File: src/rtl/weight_fifo_fill_ctrl_pkg.sv
// rtl/weight_fifo_fill_ctrl_pkg.sv - shared widths, FSM state and read latency for the weight FIFO fill controller
package weight_fifo_fill_ctrl_pkg;
   localparam int DEF_ROWS = 16;
   localparam int DEF_COLS = 16;
   localparam int RW       = $clog2(DEF_ROWS);
   localparam int CW       = $clog2(DEF_COLS);
   localparam int RD_LAT   = 1;

   typedef enum logic [1:0] {
      IDLE  = 2'd0,
      READ  = 2'd1,
      DRAIN = 2'd2
   } fill_state_t;
endpackage

File: src/rtl/weight_fifo_en_gen.sv
// rtl/weight_fifo_en_gen.sv - read-latency delay, per-column stagger of FIFO enables and end-of-fill detection
module weight_fifo_en_gen
   import weight_fifo_fill_ctrl_pkg::*;
#(
   parameter int SYS_ARR_COLS = DEF_COLS
) (
   input  logic                    clk,
   input  logic                    reset,
   input  logic                    active,
   input  logic                    stagger_load,
   output logic                    fifo_active,
   output logic [SYS_ARR_COLS-1:0] fifo_en,
   output logic                    drained
);
   localparam logic [RD_LAT-1:0]       LAST_LAT = RD_LAT'(1) << (RD_LAT - 1);
   localparam logic [SYS_ARR_COLS-2:0] LAST_SR  = (SYS_ARR_COLS - 1)'(1) << (SYS_ARR_COLS - 2);

   logic [RD_LAT-1:0]       act_pipe;
   logic [SYS_ARR_COLS-2:0] stagger_sr;

   always_ff @(posedge clk) begin
      if (reset) begin
         act_pipe   <= '0;
         stagger_sr <= '0;
      end else begin
         act_pipe   <= (act_pipe << 1) | RD_LAT'(active);
         // Only shift in stagger mode so an unstaggered fill leaves nothing behind
         stagger_sr <= (stagger_sr << 1) | (SYS_ARR_COLS - 1)'(fifo_active && stagger_load);
      end
   end

   assign fifo_active = |(act_pipe & LAST_LAT);
   assign fifo_en     = stagger_load ? {stagger_sr, fifo_active} : {SYS_ARR_COLS{fifo_active}};

   // True in the final cycle any enable is visible: only the last stage may still hold data
   assign drained = !active && ((act_pipe & ~LAST_LAT) == '0) &&
                    (!stagger_load || (!fifo_active && ((stagger_sr & ~LAST_SR) == '0)));
endmodule

File: src/rtl/weight_fifo_fill_ctrl.sv
// rtl/weight_fifo_fill_ctrl.sv - sequences one weight-tile load from banked weight memory into column FIFOs
module weight_fifo_fill_ctrl
   import weight_fifo_fill_ctrl_pkg::*;
#(
   parameter int SYS_ARR_ROWS = DEF_ROWS,
   parameter int SYS_ARR_COLS = DEF_COLS,
   parameter int ADDR_WIDTH   = 8
) (
   input  logic                               clk,
   input  logic                               reset,
   input  logic                               start,
   input  logic                               stagger_load,
   input  logic [$clog2(SYS_ARR_ROWS)-1:0]    num_row,
   input  logic [$clog2(SYS_ARR_COLS)-1:0]    num_col,
   input  logic [ADDR_WIDTH-1:0]              base_addr,
   output logic [SYS_ARR_COLS-1:0]            weightMem_rd_en,
   output logic [SYS_ARR_COLS*ADDR_WIDTH-1:0] weightMem_rd_addr,
   output logic                               fifo_active,
   output logic [SYS_ARR_COLS-1:0]            fifo_en,
   output logic                               done
);
   localparam int ROW_W = $clog2(SYS_ARR_ROWS);
   localparam int COL_W = $clog2(SYS_ARR_COLS);

   fill_state_t state, next_state;
   logic [ROW_W-1:0]                   k, k_d, nrow_q;
   logic [COL_W-1:0]                   ncol_q, ncol_d;
   logic [ADDR_WIDTH-1:0]              base_q, base_d;
   logic                               stagger_q, accept, drained, done_d;
   logic [SYS_ARR_COLS-1:0]            rd_en_d;
   logic [SYS_ARR_COLS*ADDR_WIDTH-1:0] rd_addr_d;

   // A start coinciding with done is dropped so the caller sees one clean idle cycle
   assign accept = (state == IDLE) && start && !done;
   assign k_d    = accept ? '0 : (state == READ) ? k + 1'b1 : k;
   assign ncol_d = accept ? num_col : ncol_q;
   assign base_d = accept ? base_addr : base_q;

   always_ff @(posedge clk) begin
      if (reset) begin
         state     <= IDLE;
         k         <= '0;
         nrow_q    <= '0;
         ncol_q    <= '0;
         base_q    <= '0;
         stagger_q <= 1'b0;
      end else begin
         state <= next_state;
         k     <= k_d;
         if (accept) begin
            nrow_q    <= num_row;
            ncol_q    <= num_col;
            base_q    <= base_addr;
            stagger_q <= stagger_load;
         end
      end
   end

   always_comb begin
      next_state = state;
      case (state)
         IDLE:    if (accept) next_state = READ;
         READ:    if (k == nrow_q) next_state = DRAIN;
         DRAIN:   if (drained) next_state = IDLE;
         default: next_state = IDLE;
      endcase
   end

   // Read outputs are precomputed from the next state so the registered copies line up with READ
   always_comb begin
      rd_en_d   = '0;
      rd_addr_d = '0;
      if (next_state == READ) begin
         for (int c = 0; c < SYS_ARR_COLS; c++) begin
            if (c <= int'(ncol_d)) begin
               rd_en_d[c]                             = 1'b1;
               rd_addr_d[c*ADDR_WIDTH +: ADDR_WIDTH] = base_d + ADDR_WIDTH'(k_d);
            end
         end
      end
      done_d = (state == DRAIN) && drained;
   end

   always_ff @(posedge clk) begin
      if (reset) begin
         weightMem_rd_en   <= '0;
         weightMem_rd_addr <= '0;
         done              <= 1'b0;
      end else begin
         weightMem_rd_en   <= rd_en_d;
         weightMem_rd_addr <= rd_addr_d;
         done              <= done_d;
      end
   end

   weight_fifo_en_gen #(
      .SYS_ARR_COLS (SYS_ARR_COLS)
   ) u_en_gen (
      .clk          (clk),
      .reset        (reset),
      .active       (|weightMem_rd_en),
      .stagger_load (stagger_q),
      .fifo_active  (fifo_active),
      .fifo_en      (fifo_en),
      .drained      (drained)
   );
endmodule

File: config.mk
export PLATFORM = sky130hd
export DESIGN_NAME = weight_fifo_fill_ctrl
export DESIGN_NICKNAME = d
export VERILOG_FILES = /design/src/rtl/weight_fifo_fill_ctrl_pkg.sv /design/src/rtl/weight_fifo_en_gen.sv /design/src/rtl/weight_fifo_fill_ctrl.sv
export SDC_FILE = /design/constraint.sdc
export NUM_CORES = 1
export LEC_CHECK = 0
export BUFFER_PORTS_ARGS = -buffer_cell sky130_fd_sc_hd__buf_2
export CAP_MARGIN = 20
export CORE_MARGIN = 2
export CORE_UTILIZATION = 50
export CTS_CLUSTER_DIAMETER = 60
export DETAILED_ROUTE_END_ITERATION = 10
export PLACE_DENSITY = 0.79
export SLEW_MARGIN = 20
export SYNTH_ARGS = -nofsm -noshare
export SYNTH_HDL_FRONTEND = slang
export SYNTH_HIERARCHICAL = 1
export SYNTH_SLANG_ARGS = --single-unit
File: constraint.sdc
create_clock -name clk -period 7.9 [get_ports clk]
set_clock_uncertainty 0.1 [all_clocks]
set_input_delay 0.395 -clock clk [delete_from_list [all_inputs] [get_ports clk]]
set_output_delay 0.395 -clock clk [all_outputs]
set_load 0.05 [all_outputs]
# Word level (Yosys, flattened, before mapping)
# Cells that the tools add are included.
# word_totals
reg_bits	184
output_inout_bits	162
latch_bits	0
mem_bits_rw	0
memories	0
romBits	0
# classes
add_sub_neg	2
mul	0
reduce_logical	30
mux	25
n_shift	0
eq_ne	4
bitwise_logic	17
n_lt_le_gt_ge	15
div	0
# op_table
operator	count
3-bit OR reduction	15
4-bit less-or-equal comparator, first input constant	8
3-bit by 4-bit less-or-equal comparator with 1-bit output, first input constant	4
1-bit 2-to-1 mux	16
16-bit 2-to-1 mux	1
1-bit inverter	16
16-bit OR reduction	1
15-bit zero test	1
15-bit by 1-bit bitwise OR with 15-bit output	1
4-bit 2-to-1 mux	3
8-bit by 4-bit adder with 8-bit output	1
2-bit by 4-bit less-or-equal comparator with 1-bit output, first input constant	2
8-bit 2-to-1 mux	1
1-bit logical AND	6
2-bit 2-to-1 mux	3
2-bit one-hot mux with 3 select lines	1
4-bit by 1-bit adder with 4-bit output, second input constant	1
2-bit by 1-bit == test with 1-bit output, second input constant	2
4-bit == test	1
1-bit by 4-bit less-or-equal comparator with 1-bit output, first input constant	1
1-bit zero test	4
2-bit == test, second input constant	1
2-bit zero test	1
2-bit OR reduction	1
1-bit logical OR	1

# Longest topological paths before layout
# Gate-level depths: netlist (run 1).
# depth
depth_word	9
mapped_depth	13
mapped_depth_nobuf	10

# By module
# Netlist (run 1), hierarchy kept.
# modules_own_cells
module	seq_area_each_um2	area_per_inst_um2	cells_each	instances
weight_fifo_fill_ctrl	3363.2	4924.7	468	1
weight_fifo_en_gen	320.3	628.1	75	1

# Worst setup path after synthesis (run 1)
# No wires, ideal clock.
# synth_path
path_type	flip-flop to flip-flop
startpoint	reg done
endpoint	reg weightMem_rd_addr[14]
path_slack_ps	4291
setup_ps	128
n_path_buf	4
arrival_time_ps	3381
synth_period_minus_slack_ps	3609
path_stages_with_launch	14
t_required_ps	7672
path_cell_list	dfxtp_1 > nor4b_2 > buf_6 > buf_2 > clkbuf_1 > nor2_1 > ha_1 > fa_1 > a21o_1 > a21oi_1 > nor3_1 > xor2_1 > buf_2 > nor2_1
# synth_via
word_cells_on_any_way	13
classes_between	add/sub (1); order compare (1); eq/ne (1); mux (5); bitwise (2); reduce/logical (3)
# synth_rtl
element	line_no	source
start, declared	weight_fifo_fill_ctrl.sv:20	output logic done
start signal, assigned	weight_fifo_fill_ctrl.sv:92	done <= done_d;
1-bit zero test	weight_fifo_fill_ctrl.sv:34	assign accept = (state == IDLE) && start && !done;
1-bit logical AND	weight_fifo_fill_ctrl.sv:34	
4-bit 2-to-1 mux	weight_fifo_fill_ctrl.sv:35	assign k_d = accept ? '0 : (state == READ) ? k + 1'b1 : k;
named net k_d[0]	weight_fifo_fill_ctrl.sv:26	logic [ROW_W-1:0] k, k_d, nrow_q;
8-bit by 4-bit adder with 8-bit output	weight_fifo_fill_ctrl.sv:77	rd_addr_d[c*ADDR_WIDTH +: ADDR_WIDTH] = base_d + ADDR_WIDTH'(k_d);
end signal, assigned	weight_fifo_fill_ctrl.sv:91	weightMem_rd_addr <= rd_addr_d;
end, declared	weight_fifo_fill_ctrl.sv:17	output logic [SYS_ARR_COLS*ADDR_WIDTH-1:0] weightMem_rd_addr,
# The timed path passes the listed nets, and every way through them passes these cells.
# A chain may end at the register's enable or synchronous reset.

# Final worst setup path (run 1)
# layout_path
startpoint	reg state[1]
endpoint	reg weightMem_rd_addr[92]
# layout_via
word_cells_on_any_way	19
classes_between	add/sub (1); order compare (1); eq/ne (3); mux (8); bitwise (2); reduce/logical (4)
# layout_rtl
element	line_no	source
start, declared	weight_fifo_fill_ctrl.sv:25	fill_state_t state, next_state;
start signal, assigned	weight_fifo_fill_ctrl.sv:48	state <= next_state;
2-bit zero test	weight_fifo_fill_ctrl.sv:34	
1-bit logical AND (2 in a row)	weight_fifo_fill_ctrl.sv:34	
8-bit 2-to-1 mux	--	
named net base_d[0]	weight_fifo_fill_ctrl.sv:28	logic [ADDR_WIDTH-1:0] base_q, base_d;
8-bit by 4-bit adder with 8-bit output	weight_fifo_fill_ctrl.sv:77	
# The timed path passes the listed nets, and every way through them passes these cells.

==> results.md, run 1 <==
* Logic pwr share at 19.0%
* Pleak at 3.67 nW
* Int Pwr at 0.00151 W
* FF-to-FF End: weightMem_rd_addr[92]
* Clock latency on the worst-skew pair at 0.52 ns
* Clock share of power at 36.4%
* DP HPWL at 9490 µm
* Final setup viols at 0
* Seq/Total Area, Yosys at 66.3%
* DR WL/cell at 15.1 µm
* Min Clock Period, post-route at 3.40 ns
* Die Ht at 109 µm
* Maximum capacitance violations at 0
* Fmax achieved at 294 MHz
* CTS tree: done
* Max Root-Sink Buffers at 2
* Drt first-iter violations at 171
* Top Ports at 182
* Filler Cells Inserted at 846
* First-pass detailed-route iteration total at 4
* Post-CTS Setup Bufs at 0
* First-pass GRT wire length at 20000 µm
* Top delay family on crit path: simple AND/OR/NAND/NOR gates
* Post-layout nets at 746
* Worst hold path depth at 3
* Resized cells post-CTS at 0
* CP required at 8.25 ns
* Worst-Margin Slew at 0.959 ns
* Synth cell types at 41
* FF-to-FF setup slack at 4.50 ns
* Max-Slew Margin vs Limit at 34.2%
* All-Layer GR Usage at 22.2%
* RR Startpoint: state[1]
* Post-synthesis register bit count at 184
* Buf/Inv on CP at 1
* Synth Net Count at 569
* Core outline area at 0.0108 mm²
* Top fanout value on the critical path at 27
* Via Count at 4151
* Syn avg cell area at 10.2 µm²
* Total number of yosys warnings at 6
* R2R cell count at 10
* # DRC at 0
* Hold Crit Class: in2reg
* Asr flop ratio synth at 0%
* CTS buffer count at 17
* PD cells at 311 mW/mm²
* Die extent in x at 109 µm
* Clock Sinks at 184
* WL final at 13200 µm
* Clk slew on worst S/H paths at 0.07 ns
* Post-Syn Instances at 543
* WS Path Type: reg2reg
* Seq pwr share at 44.6%
* CP Capture Type: flop
* Final Slew Violations at 0
* RSZ-0062 raised after global routing: no
* Antenna Nets Post-Route at 0
* Critical-path cell list: nor4b_4 -> buf_4 -> mux2_2 -> ha_1 -> fa_1 -> a21o_1 -> a21oi_1 -> xor2_1 -> nand2_1 -> nor2_1
* HP Start: stagger_load
* Inserted Diodes at 0
* RD Place Congestion at 0.786
* Vias in the first global route at 4205
* Switching power at 0.000698 W
* Peak supply drop at 0.242 mV
* Clk root buf: clkbuf_8
* Starting Density at 51.2%
* Initial antenna violation count at 0
* Largest net degree at the start of global routing at 41
* P&R area growth vs syn at 28.0%
* Sw Ratio at 31.6%
* Hold buffer count at cts at 0
* Startpoint types: flop
* Commonest register cell after synthesis: dfxtp_1
* CP peak stage delay at 0.42 ns
* Port bufs at 181
* Mapped cell area at 0.00555 mm²
* Vias per std cell at 4.75
* Hold Slack at 0.0174 ns
* Row Count at 38
* Area of the die at 0.0120 mm²
* Hold Path End: stagger_q
* Layout cell share with drive strength beyond 1 at 31.1%
* Sum Neg Setup Slack at 0 ns
* Fin. Hold Viols at 0
* Fin crit share at 43.1%
* Status: completed
* Max stage delay cell, worst path: fa_1
* Arr. time, crit path at 3.75 ns
* Number of flops mapped to enable cells by yosys at 0
* Grt ovf at 0
* CTS H-tree lvls at 4
==> layout by cell type, fill, tap and decap left out, types with 3 or more instances in the layout <==
cell	instances
buf_4	4
xor2_1	11
buf_2	181
o21ai_0	4
nor3_1	9
clkbuf_16	16
dfxtp_1	184
a21oi_1	5
nand2b_1	4
ha_1	5
mux2_2	5
nand3_1	8
nand2_1	46
nor4_1	9
nor2b_1	18
a21o_1	3
nor2_2	3
mux2i_1	13
nor2_1	140
and2b_1	4
inv_6	3
inv_1	24
clkbuf_8	4
==> final cells by class <==
class,instances,area (µm²),area share [%]
Tap cell,140,175,2.46
Clock inverter,10,109,1.53
Sequential cell,184,3680,51.8
Multi-Input combinational cell,308,1650,23.2
Inverter,24,90.1,1.27
Timing Repair Buffer,185,936,13.2
Clock buffer,22,463,6.51
==> how the worst max path moves through the flow <==
stage                     startpoint                    end  slack [ns]  cells after the start
after floorplan                 done  weightMem_rd_addr[14]        4.29                     13
after global placement         start  weightMem_rd_addr[92]        4.64                     11
after detailed placement       start  weightMem_rd_addr[28]        4.54                     11
after CTS                   state[1]  weightMem_rd_addr[92]        4.53                     10
after global routing        state[1]  weightMem_rd_addr[28]        4.26                     10
final                       state[1]  weightMem_rd_addr[92]        4.50                     10
==> per-stage QoR <==
stage                     cell area [µm²]  setup WS (ns)  util [%]  cells  power [W]
after floorplan                      5550           4.29         -    543    0.00133
after global placement               6540           4.64      60.3    841    0.00142
after detailed placement             6540           4.54      60.3    841    0.00143
after CTS                            7110           4.53      65.6    873    0.00222
after global routing                 7110           4.26      65.6    873    0.00230
final                                7110           4.50      65.6    873    0.00221
==> Yosys cell counts (all sizes together) (4+ instances only) <==
cell type | n | share of area (%)
mux2 | 5 | 1.0
nor4 | 10 | 1.2
buf | 13 | 1.5
nor2b | 18 | 2.0
dfxtp | 184 | 66
nand2b | 5 | 0.70
xor2 | 11 | 1.7
a21oi | 5 | 0.45
nor3 | 9 | 0.81
clkbuf | 14 | 0.95
mux2i | 14 | 2.6
ha | 5 | 1.1
nand2 | 46 | 3.1
nor2 | 143 | 9.8
o21ai | 4 | 0.36
nand3 | 8 | 0.72
inv | 24 | 1.6
and2b | 4 | 0.54
==> cells by family (layout without fill, tap and decap cells) <==
logic type / Yosys count / count (layout) / share of synthesized area (%)
muxes: 19 / 19 / 3.61
and+or+nand+nor: 250 / 250 / 20.0
adders and majority gates: 6 / 6 / 1.49
AOI/OAI and AO/OA: 21 / 21 / 2.61
xor gates and xnor gates: 12 / 12 / 1.89
DFF: 184 / 184 / 66.3
buffers and inverters: 51 / 241 / 4.10
==> layer usage <==
| layer | global-route usage (%) | share of wire [%] | vias up |
|---|---|---|---|
| met1 | 25.6 | 41 | 1926 |
| li1 | - | - | 2055 |
| met5 | 0 | 0 | - |
| met2 | 36.7 | 48 | 155 |
| met3 | 9.37 | 9.3 | 15 |
| met4 | 8.14 | 1.5 | 0 |
==> worst min-delay path, stage by stage <==
cell and delay, ns:
buf_2 0.08, mux2i_1 0.05, nor2_1 0.07
==> power by group through the flow <==
stage	Combinational [W]	Sequential (W)	Clock (W)
2_1_floorplan	0.000224	0.00111	0
3_3_place_gp	0.000413	0.00101	0
3_5_place_dp	0.000419	0.00101	0
4_1_cts	0.000421	0.000987	0.000816
5_1_grt	0.000449	0.000991	0.000857
6_report	0.000419	0.000987	0.000806
==> registers in the layout, summed over array words and instances (netlist names), 2 cells and up <==
register and cells:
state 2, base_q 8, weightMem_rd_addr 128, weightMem_rd_en 16, ncol_q 4, nrow_q 4, u_en_gen/stagger_sr 15, k 4
No activity file was read; power rests on OpenSTA's default activity.
==> run 2: changes to the inputs <==
--- a/config.mk
+++ b/config.mk
@@ -8,10 +8,10 @@
 export BUFFER_PORTS_ARGS = -buffer_cell sky130_fd_sc_hd__buf_2
 export CAP_MARGIN = 20
 export CORE_MARGIN = 2
-export CORE_UTILIZATION = 50
+export CORE_UTILIZATION = 49
 export CTS_CLUSTER_DIAMETER = 60
 export DETAILED_ROUTE_END_ITERATION = 10
-export PLACE_DENSITY = 0.79
+export PLACE_DENSITY = 0.78
 export SLEW_MARGIN = 20
 export SYNTH_ARGS = -nofsm -noshare
 export SYNTH_HDL_FRONTEND = slang
==> constraint.sdc (replaced) <==
create_clock -name clk -period 3.4 [get_ports clk]
set_clock_uncertainty 0.1 [all_clocks]
set_input_delay 0.17 -clock clk [delete_from_list [all_inputs] [get_ports clk]]
set_output_delay 0.17 -clock clk [all_outputs]
set_load 0.05 [all_outputs]
==> results.md, run 2 (synthesis gave the netlist of run 1 again) <==
* Final Slew Violations at 0 (unchanged)
* Arr. time, crit path at 3.31 ns (-0.44 ns)
* Starting Density at 50.8% (-0.45 points)
* Clock latency on the worst-skew pair at 0.43 ns (-0.09 ns)
* Max stage delay cell, worst path: fa_1
* Total power at 0.00511 W (+130%)
* Worst setup path end: weightMem_rd_addr[46]
* Top flop regs: weightMem_rd_addr: 128 flops, weightMem_rd_en: 16 flops, u_en_gen/stagger_sr: 15 flops
* Top fanout value on the critical path at 26 (-3.7%)
* Peak supply drop at 0.635 mV (+160%)
* Finished Layout Cells at 887 (+1.6%)
* Die Ht at 110 µm (+0.98%)
* Fmax achieved at 326 MHz (+11%)
* DR WL/cell at 15.3 µm (+1.5%)
* Pleak at 3.71 nW (+1.1%)
* Most used cell, CP: nor3_1
* Clock share of power at 35.6% (-0.8 points)
* Most common cell after layout, fill and taps aside: dfxtp_1
* RR Startpoint: state[1]
* Grt ovf at 0 (unchanged)
* Sw Ratio at 31.4% (-0.18 points)
* Critical-path cell list: nor4b_4 -> buf_12 -> mux2_2 -> fa_1 -> a21o_1 -> a21oi_1 -> nor3_1 -> xor2_1 -> buf_4 -> nor3_1
* Int Pwr at 0.00351 W (+130%)
* R2R cell count at 10 (unchanged)
* Area of the die at 0.0122 mm² (+2.0%)
* Vias in the first global route at 4271 (+1.6%)
* Port bufs at 181 (unchanged)
* Layout cell share with drive strength beyond 1 at 31.4% (+0.26 points)
* CP required at 3.65 ns (-4.60 ns)
* Max Root-Sink Buffers at 2 (unchanged)
* P&R area growth vs syn at 30.0%
* Initial antenna violation count at 1 (+1)
* Min Clock Period, post-route at 3.06 ns (-0.337 ns)
* First-pass detailed-route iteration total at 5 (+1)
* WL final at 13600 µm (+3.1%)
* All-Layer GR Usage at 22.7% (+0.52 points)
* Worst-Margin Slew at 0.683 ns (-0.277 ns)
* Most frequent cells in the layout: dfxtp_1, buf_2, nor2_1
* Largest register FFs at 128 (unchanged)
* Seq pwr share at 44.9% (+0.3 points)
* Status: completed
* Largest Register: weightMem_rd_addr
* Clk root buf: clkbuf_16
* WS Path Type: reg2reg
* Sum Neg Setup Slack at 0 ns (unchanged)
* Post-layout nets at 759 (+1.7%)
* CP peak stage delay at 0.43 ns (about the same)
* Largest net degree at the start of global routing at 41 (unchanged)
* CTS H-tree lvls at 4 (unchanged)
* Clk slew on worst S/H paths at 0.06 ns (about the same)
* Top Ports at 182 (unchanged)
* DP HPWL at 9670 µm (+2.0%)
* Hold Crit Class: in2reg
* Antenna Nets Post-Route at 0 (unchanged)
* RSZ-0062 raised after global routing: no
* Logic pwr share at 19.5% (+0.5 points)
* Layout Utilization at 66.0% (+0.46 points)
* DP Cell Count at 847 (+0.71%)
* First-pass GRT wire length at 21600 µm (+8.0%)
* Switching power at 0.00160 W (+130%)
* Startpoint types: flop
* CTS tree: done
* Via Count at 4268 (+2.8%)
* FF-to-FF End: weightMem_rd_addr[46]
* Fin. Hold Viols at 0 (unchanged)
* Die extent in x at 110 µm (+0.98%)
* CP Capture Type: flop
* CTS buffer count at 17 (unchanged)
* Maximum capacitance violations at 0 (unchanged)
* Final setup viols at 0 (unchanged)
* RD Place Congestion at 0.855 (+8.9%)
* Crit path from: state[1]
* # DRC at 0 (unchanged)
* Clock Sinks at 184 (unchanged)
* Drt first-iter violations at 160 (-6.4%)
* Row Count at 38 (unchanged)
* PD cells at 708 mW/mm² (+130%)
* Fin crit share at 90.1% (+47 points)
* Core outline area at 0.0109 mm² (+0.88%)
* FF-to-FF setup slack at 0.34 ns (-4.16 ns)
* Vias per std cell at 4.81 (+1.2%)
* Max-Slew Margin vs Limit at 54.3% (+20 points)
## run 2: stage by stage
| stage | hold WS [ns] | area [µm²] | setup WS [ns] |
|---|---|---|---|
| floorplan | 0.142 | 5560 | 0.00819 |
| global placement | 0.310 | 6590 | 0.471 |
| detailed placement | 0.317 | 6590 | 0.364 |
| CTS | 0.0153 | 7220 | 0.333 |
| global route | 0.0300 | 7220 | 0.153 |
| finish | 0.0375 | 7220 | 0.336 |
## run 2: worst min-delay path by stage
stage / from / to / cells past startpoint
6_report: base_addr[6] / base_q[6] / 3
5_1_grt: base_addr[0] / base_q[0] / 3
4_1_cts: base_addr[0] / base_q[0] / 3
3_5_place_dp: stagger_load / stagger_q / 3
3_3_place_gp: stagger_load / stagger_q / 3
2_1_floorplan: reset / base_q[0] / 1
## run 2: worst max-delay path: cells and delay by family, from the launching register on
| family | cells | cell delay [ns] |
|---|---|---|
| compound gates | 2 | 0.45 |
| fa+ha+maj | 1 | 0.43 |
| xor+xnor | 1 | 0.17 |
| flops | 1 | 0.36 |
| simple gates | 3 | 0.65 |
| buf+inv | 2 | 0.45 |
| mux | 1 | 0.39 |
## run 2: what timing repair did
action	in CTS	in global routing
hold buffers	7	0
buffers inserted	0	0
resized for setup	0	0
hold endpoints to repair	7	0
## run 2: power by group through the flow
stage	registers [W]	logic (W)	clock network [W]
finish	0.00229	0.000996	0.00182
global route	0.00230	0.00106	0.00193
CTS	0.00230	0.00100	0.00185
detailed placement	0.00234	0.000991	0
global placement	0.00234	0.000975	0
floorplan	0.00257	0.000521	0
## run 2: per-layer routing
metal	GRT usage (%)	up-vias	part of all wire, %
li1	-	2092	-
met5	0	-	0
met1	24.5	2010	41
met4	8.58	0	2.1
met2	39.0	145	48
met3	10.3	21	8.5
## run 2: layout make-up
cell class,count,area (µm²)
flip-flops and latches,184,3680
clock inverters,8,61.3
inverters,24,90.1
well taps,140,175
multi-input cells,308,1650
repair buffers,198,1060
fillers,866,3720
clock buffers,24,492
diodes,1,2.50
==> run 3: changes to the inputs <==
--- a/config.mk
+++ b/config.mk
@@ -8,12 +8,11 @@
 export BUFFER_PORTS_ARGS = -buffer_cell sky130_fd_sc_hd__buf_2
 export CAP_MARGIN = 20
 export CORE_MARGIN = 2
-export CORE_UTILIZATION = 49
+export CORE_UTILIZATION = 50
 export CTS_CLUSTER_DIAMETER = 60
 export DETAILED_ROUTE_END_ITERATION = 10
-export PLACE_DENSITY = 0.78
+export PLACE_DENSITY = 0.79
 export SLEW_MARGIN = 20
 export SYNTH_ARGS = -nofsm -noshare
 export SYNTH_HDL_FRONTEND = slang
-export SYNTH_HIERARCHICAL = 1
 export SYNTH_SLANG_ARGS = --single-unit
==> results.md, run 3 <==
* Design Area, Final at 0.00741 mm² (+2.7%)
* Most frequent cells in the layout: dfxtp_1, buf_2, nor2_1
* Row Count at 38 (unchanged)
* Clk slew on worst S/H paths at 0.07 ns (about the same)
* Most common cell after layout, fill and taps aside: dfxtp_1
* Synth area leader: dfxtp_1
* RD Place Congestion at 0.820 (-4.2%)
* Vias per std cell at 4.88 (+1.5%)
* Clock Sinks at 184 (unchanged)
* Inserted Diodes at 0 (-1)
* Peak supply drop at 0.401 mV (-37%)
* Starting Density at 51.8% (+0.98 points)
* Syn avg cell area at 10.0 µm² (-2.1%)
* DP HPWL at 10500 µm (+8.2%)
* Largest register FFs at 128 (unchanged)
* Largest net degree at the start of global routing at 42 (+2.4%)
* Total power at 0.00516 W (+1.0%)
* # DRC at 0 (unchanged)
* Area of the die at 0.0122 mm² (+0.30%)
* Initial antenna violation count at 0 (-1)
* Die extent in x at 111 µm (+0.15%)
* Hold Slack at 0.0431 ns (+0.00565 ns)
* Post-layout nets at 796 (+4.9%)
* Mapped cell area at 0.00568 mm² (+2.4%)
* Clk root buf: clkbuf_16
* Final setup viols at 0 (unchanged)
* PD cells at 696 mW/mm² (-1.6%)
* RSZ-0062 raised after global routing: no
* Top cells by area, synth: dfxtp_1, nor2_1, nand2_1
* Dpl cell area at 0.00670 mm² (+1.6%)
* First-pass detailed-route iteration total at 4 (-1)
* Port bufs at 181 (unchanged)
* Area share of the largest cell type after synthesis at 64.8% (-1.5 points)
* All-Layer GR Usage at 23.5% (+0.78 points)
* P&R area growth vs syn at 30.4%
* Seq/Total Area, Yosys at 64.8% (-1.5 points)
* Top Ports at 182 (unchanged)
* CTS tree: done
* Commonest register cell after synthesis: dfxtp_1
* Via Count at 4506 (+5.6%)
* Finished Layout Cells at 923 (+4.1%)
* Number of flops mapped to enable cells by yosys at 0 (unchanged)
* Top flop regs: weightMem_rd_addr: 128 flops, weightMem_rd_en: 16 flops, u_en_gen.stagger_sr: 15 flops
* Worst-Margin Slew at 0.718 ns (+0.0355 ns)
* Post-Syn Instances at 568 (+4.6%)
* CTS buffer count at 17 (unchanged)
* CP required at 3.61 ns (-0.04 ns)
* Most frequent cell after synthesis: dfxtp_1
* Fmax achieved at 322 MHz (-1.4%)
* Post-synthesis register bit count at 184 (unchanged)
* Drt first-iter violations at 180 (+13%)
* Max-Slew Margin vs Limit at 52.0% (-2.4 points)
* Max Root-Sink Buffers at 2 (unchanged)
* Synth cell types at 40 (-2.4%)
* Status: completed
* Vias in the first global route at 4553 (+6.6%)
* Synth top cells by count: dfxtp_1, nor2_1, nand2_1, inv_1, nor2b_1
* Layout cell share with drive strength beyond 1 at 31.0% (-0.33 points)
* CP Capture Type: flop
* First-pass GRT wire length at 22700 µm (+5.0%)
* Pleak at 3.80 nW (+2.3%)
* Fin crit share at 91.4% (+1.2 points)
* Sum Neg Setup Slack at 0 ns (unchanged)
* WS Path Type: reg2reg
* Maximum capacitance violations at 0 (unchanged)
* Top fanout value on the critical path at 8 (-69%)
* Die Ht at 111 µm (+0.15%)
* DR WL/cell at 15.5 µm (+1.2%)
* Final Slew Violations at 0 (unchanged)
* Total number of yosys warnings at 0 (-6)
* Largest Register: weightMem_rd_addr
* Core outline area at 0.0110 mm² (+0.43%)
* Startpoint types: flop
* Grt ovf at 0 (unchanged)
* Min Clock Period, post-route at 3.11 ns (+0.0422 ns)
* WL final at 14300 µm (+5.3%)
* Arr. time, crit path at 3.31 ns (about the same)
* Clock latency on the worst-skew pair at 0.42 ns (about the same)
* Synth Net Count at 594 (+4.4%)
* Antenna Nets Post-Route at 0 (unchanged)
* Hold Crit Class: in2reg
* Asr flop ratio synth at 0% (unchanged)
* DP Cell Count at 875 (+3.3%)
* CTS H-tree lvls at 4 (unchanged)
* Fin. Hold Viols at 0 (unchanged)
run 3: worst max-delay path, stage by stage (launching register included):
cell      delay [ns]
dfxtp_1         0.38
or4b_1          0.61
nand2_1         0.13
nand2_1         0.06
ha_1            0.22
fa_1            0.44
a21o_1          0.20
a21oi_1         0.24
xnor2_1         0.21
nand2b_1        0.33
nor2_1          0.08
run 3: worst paths after layout:
check	from	endpoint	slack, ns	cells after the start
setup / recovery	state[1]	weightMem_rd_addr[52]	0.29	10
setup reg to reg	state[1]	weightMem_rd_addr[52]	0.29	10
hold / removal	num_col[3]	ncol_q[3]	0.04	3
hold reg to reg	base_q[3]	base_q[3]	0.37	2
run 3: timing repair:
action	4_1_cts	5_1_grt
setup buffers	0	0
setup endpoints to repair	0	1
resized for setup	0	1
endpoints found under the hold margin	16	0
hold buffers	16	0
run 3: area by class of cell:
cell class | count | area, µm²
Timing Repair Buffer | 204 | 1120
Fill cell | 825 | 3570
Clock inverter | 10 | 86.3
Sequential cell | 184 | 3680
Clock buffer | 22 | 464
Inverter | 29 | 109
Multi-Input combinational cell | 334 | 1780
Tap cell | 140 | 175
run 3: report_power, final:
group / total, W / switching [W] / internal [W]
sequential: 0.00230 / 0.0000503 / 0.00225
combinational: 0.00104 / 0.000793 / 0.000245
clock: 0.00183 / 0.000832 / 0.000994
run 3: cells by family after synthesis:
group           share of synthesized area [%]
flops                                    64.8
mux                                      2.97
fa+ha+maj                                1.45
xor+xnor                                 2.42
simple gates                             20.5
buf+inv                                  4.12
compound gates                           3.74
run 3: metrics by stage:
stage | worst slack [ns] | utilization, %
floorplan | 0.0337 | -
global placement | 0.446 | 61.0
detailed placement | 0.328 | 61.0
CTS | 0.300 | 67.5
global route | 0.100 | 67.5
finish | 0.294 | 67.5
run 3: per-layer routing:
| layer | global-route usage (%) | wire [µm] | vias to the layer above |
|---|---|---|---|
| met4 | 9.58 | 268 | 0 |
| met2 | 39.1 | 6960 | 149 |
| met1 | 28.0 | 6030 | 2151 |
| met3 | 7.85 | 1040 | 24 |
| met5 | 0 | 0 | - |
| li1 | - | - | 2182 |
